<file path="src/rtl/edge_event_arbiter.sv">
// Rising-edge event capture with round-robin issue onto one start/done resource, plus a done watchdog.
// Latency: edge->start 2 cycles min, start->start 3 cycles min; one job in flight, later edges wait as pending.
module edge_event_arbiter #(
  parameter  int N       = 4,
  parameter  int TIMEOUT = 256,
  localparam int ID_W    = $clog2(N)
) (
  input  logic            clk,
  input  logic            rst,
  input  logic [N-1:0]    req_in,
  input  logic            done,
  input  logic            ovf_clr,
  output logic            start,
  output logic [ID_W-1:0] grant_id,
  output logic            busy,
  output logic [N-1:0]    pending,
  output logic [N-1:0]    overflow,
  output logic            timeout
);

  localparam int            TW   = $clog2(TIMEOUT);
  localparam logic [TW-1:0] TMAX = TW'(TIMEOUT - 1);

  typedef enum logic [1:0] {
    S_IDLE,
    S_START,
    S_WAIT
  } state_t;

  state_t          state;
  logic [TW-1:0]   timer;
  logic [ID_W-1:0] ptr;
  logic [ID_W-1:0] sel;
  logic [ID_W-1:0] ptr_nxt;
  logic            sel_vld;
  logic            armed;
  logic [N-1:0]    prev;
  logic [N-1:0]    edge_det;
  logic [N-1:0]    grant_clr;
  logic [N-1:0]    ovf_set;

  // armed stays low for the first cycle after reset so lines already high never count as edges
  assign edge_det = {N{armed}} & req_in & ~prev;

  always_comb begin
    int           idx;
    logic [N-1:0] probe;
    idx     = 0;
    probe   = '0;
    sel     = '0;
    sel_vld = 1'b0;
    for (int k = 0; k < N; k++) begin
      idx = int'(ptr) + k;
      if (idx >= N) idx = idx - N;
      probe = pending >> idx;
      if (!sel_vld && probe[0]) begin
        sel     = ID_W'(idx);
        sel_vld = 1'b1;
      end
    end
  end

  assign ptr_nxt = (sel == ID_W'(N - 1)) ? '0 : sel + 1'b1;

  always_comb begin
    grant_clr = '0;
    if (state == S_IDLE && sel_vld) grant_clr = {{(N-1){1'b0}}, 1'b1} << sel;
  end

  // a fresh edge on the line being granted re-arms it rather than counting as an overflow
  assign ovf_set = edge_det & pending & ~grant_clr;

  always_ff @(posedge clk or negedge rst) begin
    if (!rst) begin
      prev     <= '0;
      armed    <= 1'b0;
      pending  <= '0;
      overflow <= '0;
    end else begin
      prev     <= req_in;
      armed    <= 1'b1;
      pending  <= (pending & ~grant_clr) | edge_det;
      overflow <= (ovf_clr ? '0 : overflow) | ovf_set;
    end
  end

  always_ff @(posedge clk or negedge rst) begin
    if (!rst) begin
      state    <= S_IDLE;
      start    <= 1'b0;
      busy     <= 1'b0;
      timeout  <= 1'b0;
      grant_id <= '0;
      ptr      <= '0;
      timer    <= '0;
    end else begin
      start   <= 1'b0;
      timeout <= 1'b0;
      case (state)
        S_IDLE: begin
          if (sel_vld) begin
            grant_id <= sel;
            ptr      <= ptr_nxt;
            start    <= 1'b1;
            busy     <= 1'b1;
            state    <= S_START;
          end
        end
        S_START: begin
          timer <= '0;
          state <= S_WAIT;
        end
        S_WAIT: begin
          if (done) begin
            busy  <= 1'b0;
            state <= S_IDLE;
          end else if (timer == TMAX) begin
            timeout <= 1'b1;
            busy    <= 1'b0;
            state   <= S_IDLE;
          end else begin
            timer <= timer + 1'b1;
          end
        end
        default: begin
          busy  <= 1'b0;
          state <= S_IDLE;
        end
      endcase
    end
  end

endmodule

</file>
<file path="config.mk">
export PLATFORM = sky130hd
export DESIGN_NAME = edge_event_arbiter
export DESIGN_NICKNAME = d
export VERILOG_FILES = /design/src/rtl/edge_event_arbiter.sv
export SDC_FILE = /design/constraint.sdc
export NUM_CORES = 1
export LEC_CHECK = 0
export BUFFER_PORTS_ARGS = -buffer_cell sky130_fd_sc_hd__buf_4
export CORE_MARGIN = 5
export CORE_UTILIZATION = 50
export CTS_BUF_LIST = sky130_fd_sc_hd__clkbuf_4
export DETAILED_ROUTE_END_ITERATION = 8
export PLACE_DENSITY_LB_ADDON = 0.1
export SETUP_SLACK_MARGIN = 0.05
export SYNTH_ARGS = -nofsm -noshare
export SYNTH_HDL_FRONTEND = slang
export SYNTH_SLANG_ARGS = --single-unit
</file>
<file path="constraint.sdc">
create_clock -name clk -period 3.54 [get_ports clk]
set_input_delay 0.708 -clock clk [delete_from_list [all_inputs] [get_ports clk]]
set_output_delay 0.708 -clock clk [all_outputs]
set_load 0.02 [all_outputs]
</file>
## Yosys cells after proc, flatten, opt, wreduce, memory -nomap -nowiden

Cells that the tools add are included.

- Flip-flop bits (word level): 30
- Bits of input ports: 8
- Word-level logic and storage cells: 91
- Output and inout bits: 13

- Equal/unequal tests: 8
- Bitwise gates (word level): 10
- Multiplexer cells: 31
- Order comparisons: 4
- Reductions and logical operators: 13
- $add $sub $neg: 9
- Shifts and indexed selects: 5

Operators with widths:

| cell | count |
|---|---|
| 2-to-1 mux 32 bit | 4 |
| >> shifter 4 x 32 -> 1 bit | 4 |
| AND 4 bit | 5 |
| 2-to-1 mux 2 bit | 8 |
| 2-to-1 mux 8 bit | 2 |
| case mux 8 bit (2 select lines) | 1 |
| 2-to-1 mux 1 bit | 12 |
| subtractor 3 x 3 -> 4 bit, second input constant | 3 |
| >= comparator 3 bit, second input constant | 3 |
| adder 8 x 1 -> 8 bit, second input constant | 1 |
| == test 8 bit, second input constant | 1 |
| 2-to-1 mux 4 bit | 2 |
| inverter 4 bit | 2 |
| OR 4 bit | 2 |
| adder 2 x 2 -> 3 bit, second input constant | 2 |
| inequality test 2 bit, second input constant | 3 |
| case mux 2 bit (3 select lines) | 1 |
| AND reduction 3 bit | 2 |
| == test 2 bit, second input constant | 2 |
| logical AND 1 bit | 4 |
| AND reduction 2 bit | 2 |
| left shift 1 x 2 -> 4 bit, first input constant | 1 |
| subtractor 2 x 3 -> 4 bit, second input constant | 1 |
| adder 2 x 1 -> 3 bit, second input constant | 1 |
| other kinds (9) | 11 |

## Longest topological paths before layout

- Depth after elaboration: 18
- Depth in mapped cells: 12
- Mapped depth without buffers: 11

## Worst setup path before layout

OpenSTA, ideal clock, no wires.

- Path type: register to register
- Start: register ptr[1]
- End: register overflow[3]
- Library setup time: 0.126 ns
- Data arrival time: 2.336 ns
- Period minus slack after synthesis: 2.463 ns
- Slack: 1.077 ns
- Path buffers: 1
- Data required time: 3.414 ns
- Cell stages (with the launch flop): 12
- Path through: dfrtp_1 > clkbuf_1 > inv_1 > ha_1 > mux4_2 > nand2_1 > a221oi_1 > o2bb2ai_1 > ha_1 > inv_1 > o21ai_2 > o22ai_1

- Longest elaborated chain between the ends: 18
- Elaborated cells on any way between the ends: 39
- Classes of those cells: 7 x add/sub; 4 x order compare; 5 x shift; 13 x mux; 3 x bitwise; 7 x reduce/logical

Ends and longest elaborated chain:

| element | RTL line | source |
|---|---|---|
| from (decl) | 32 | `logic [ID_W-1:0] ptr;` |
| from (signal assigned) | 103 | `ptr <= ptr_nxt;` |
| branches (longest 12 deep; another with subtractor 3 x 3 -> 4 bit) | - |  |
| 2-to-1 mux 2 bit * | 56 | `if (!sel_vld && probe[0]) begin` |
| named net sel[0] | 33 | `logic [ID_W-1:0] sel;` |
| left shift 1 x 2 -> 4 bit * | 67 | `if (state == S_IDLE && sel_vld) grant_clr = {{(N-1){1'b0}}, 1'b1} << sel;` |
| 2-to-1 mux 4 bit * | 67 |  |
| inverter 4 bit * | 71 | `assign ovf_set = edge_det & pending & ~grant_clr;` |
| AND 4 bit * | 71 |  |
| OR 4 bit * | 83 | `overflow <= (ovf_clr ? '0 : overflow) \| ovf_set;` |
| to (signal assigned) | 83 |  |
| to (decl) | 17 | `output logic [N-1:0] overflow,` |

Mark *: on every way through the listed nets, which the timed path passes.
A chain may end at the register's enable or synchronous reset.

## Worst setup path in the final report

- Start: register ptr[0]
- End: register overflow[0]

Same word-level chain as after synthesis.

==> flow_summary.ini <==
[clock_network]
clock-root-buffer = clkbuf_4
ctsHoldBuffers = 0
cts_resized = 0
cts_buffer_depth = 2
post_cts_buffers = 0
clk_pin_slew_worst_paths_ps = 90
clock-sinks = 30
cts_buffers = 5
tritoncts = yes
htreeDepth = 2
clk_latency_ps = 330

[power]
p_clk_share_pct = 11.6
power.leakage_uw = 0.000833
power_uw = 1690
combPwrFrac_pct = 54.4
p_per_area_nw_per_um2 = 926
swShare_pct = 45.8
pwr-share-seq_pct = 34.0
peakVddDrop_mv = 0.417
power.internal_uw = 916
switchingPower_uw = 775

[yosys]
yosysUniqueCellTypes = 37
yosys_warnings = 0
synth_top_cell_area_share_pct = 46.9
ys_top_cells_by_area = dfrtp_1 (47%), ha_1 (7.8%), nand2_1 (4.2%)
synth_nets = 176
yosysTopAreaCell = dfrtp_1
syn_area_um2 = 1600
syn_inst = 158
ys_ff_latch = 30
ys_seq_area_share_pct = 46.9
syn_avg_cell_area_um2 = 10.1

[global_route]
grt_antenna_before_repair = 0
grt_overflow = 0
use_met1_pct = 21.7
grt_max_degree = 31
grt_pass1_vias = 1245
track_usage_pct = 16.8
use_met3_pct = 5.06
grt_pass1_wl_um = 5620
grt-busiest-layer = met2
grtUsageMet2_pct = 26.7

[placed_design]
placedInstanceArea_um2 = 1770
post-place-ws_ps = 606
hpwlAfterDp_um = 2310
globalplace.congestion = 0.865
port_buffers = 20

[sta]
fin_skew_ps = 10.8
max_freq_mhz = 338
finalMaxSlewViolations = 0
worst_pin_slew_ps = 979
period_share_pct = 83.5
rsz0062_at_grt = false
relSlewSlack_pct = 34.4
tns_ps = 0
hold_viol = 0
finalSetupViolCount = 0
period_needed_ps = 2960
final.setup.worst_slack_ps = 584

[setup_path]
max_stage_delay_ps = 660
crit_family = compound AO/OA/AOI/OAI gates
start_kind = register
cp_max_fo = 13
criticalPathCategory = reg -> reg
cp_slowest_cell = dfrtp_1
worstPathRequired_ps = 3800
arrival_ps = 3210
cp_num_buf_inv = 3
end_kind = register
path_cells = inv_1 > ha_1 > or2_2 > o22ai_1 > a221oi_1 > o2bb2ai_1 > inv_1 > ha_1 > inv_1 > o21ai_1 > o22ai_1
cp_common_cell = inv_1

[detailed_routing]
drt_iter0_markers = 112
num_vias = 1230
dr.pass1.iters = 4
ant_nets = 0
drc = 0
wire_per_inst_um = 13.8
wl_um = 3100
viasPerCell = 5.47

[die]
core-area_um2 = 3050
rows = 20
die_area_um2 = 4430
start_util_pct = 52.4
die_w_um = 66.6
die_h_um = 66.6
io_pins = 21

[cells_and_area]
nNetsFinal = 198
final_area_um2 = 1830
syn2layout_area_growth_pct = 14.1
antenna_cells = 0
mostFrequentLayoutCells = dfrtp_1 (30), buf_4 (20), nand2_1 (18)
final_common_cell = dfrtp_1
drive_gt1_share_pct = 21.5
final_util_pct = 59.8

[status]
status = completed

[hold_path]
hold_class = in -> async

[flow_run]
max-cap-violations = 0
-- layer usage --
metal | up-vias | wire length (um)
li1 | 597 | -
met4 | 0 | 56
met1 | 581 | 1420
met3 | 9 | 190
met2 | 43 | 1430
met5 | - | 0
-- worst reg2reg max path, stage by stage (launching register included) --
cell	delay, ps
dfrtp_1	660
inv_1	190
ha_1	250
or2_2	310
o22ai_1	360
a221oi_1	130
o2bb2ai_1	370
inv_1	130
ha_1	200
inv_1	50
o21ai_1	100
o22ai_1	140
-- metrics by stage --
step                instances  hold slack [ps]
floorplan                 158              412
global placement          217              474
detailed placement        217              487
CTS                       225              290
global route              225              303
finish                    225              285
-- sequential cells by signal, summed over array words and instances (netlist names) --
signal,flops
overflow,4
ptr,2
armed,1
grant_id,2
prev,4
state,2
timeout,1
busy,1
pending,4
timer,8
start,1
-- power by group through the flow --
stage | logic (uW) | registers [uW] | clock network (uW)
CTS | 925 | 576 | 205
global route | 1030 | 602 | 218
floorplan | 675 | 592 | 0
global placement | 892 | 578 | 0
detailed placement | 916 | 583 | 0
finish | 920 | 575 | 196
-- logic make-up after synthesis --
kind of cell             share of synthesized area, %
flip-flops                                       46.9
XOR/XNOR                                         2.19
multiplexers                                     7.11
AO/OA/AOI/OAI                                    14.9
adder cells (fa/ha/maj)                          7.82
buffers and inverters                            5.86
AND/OR/NAND/NOR                                  14.9
other                                           0.234
-- worst paths after layout --
check / from / to / slack (ps) / cells past startpoint
max: ptr[0] / overflow[0] / 580 / 11
min: rst / ptr[0] / 280 / 1
max reg2reg: ptr[0] / overflow[0] / 580 / 11
min reg2reg: busy / busy / 500 / 2
max in group asynchronous: rst / prev[0] / 2970 / 1
min in group clk: req_in[2] / prev[2] / 500 / 1
-- layout make-up --
cell class	count	area (um2)
Sequential cell	30	751
Inverter	16	60.1
Tap cell	44	55.1
Timing Repair Buffer	20	150
Clock inverter	2	8.76
Fill cell	288	1230
Clock buffer	6	45.0
Multi-Input combinational cell	107	756
-- cell usage after synthesis (all sizes together) --
master,instances
a211oi,1
a21o,1
a21oi,5
a221oi,1
a31oi,1
a32oi,2
and2,1
buf,2
clkbuf,3
conb,1
dfrtp,30
ha,10
inv,16
mux2,2
mux2i,2
mux4,3
nand2,18
nand2b,1
nand3,6
nand3b,4
nand4,2
nor2,6
nor2b,4
nor3,4
o211ai,2
o21ai,15
o22ai,5
o2bb2ai,1
o31ai,2
or2,2
or3,1
xnor2,4
No activity file was read; power rests on OpenSTA's default activity.
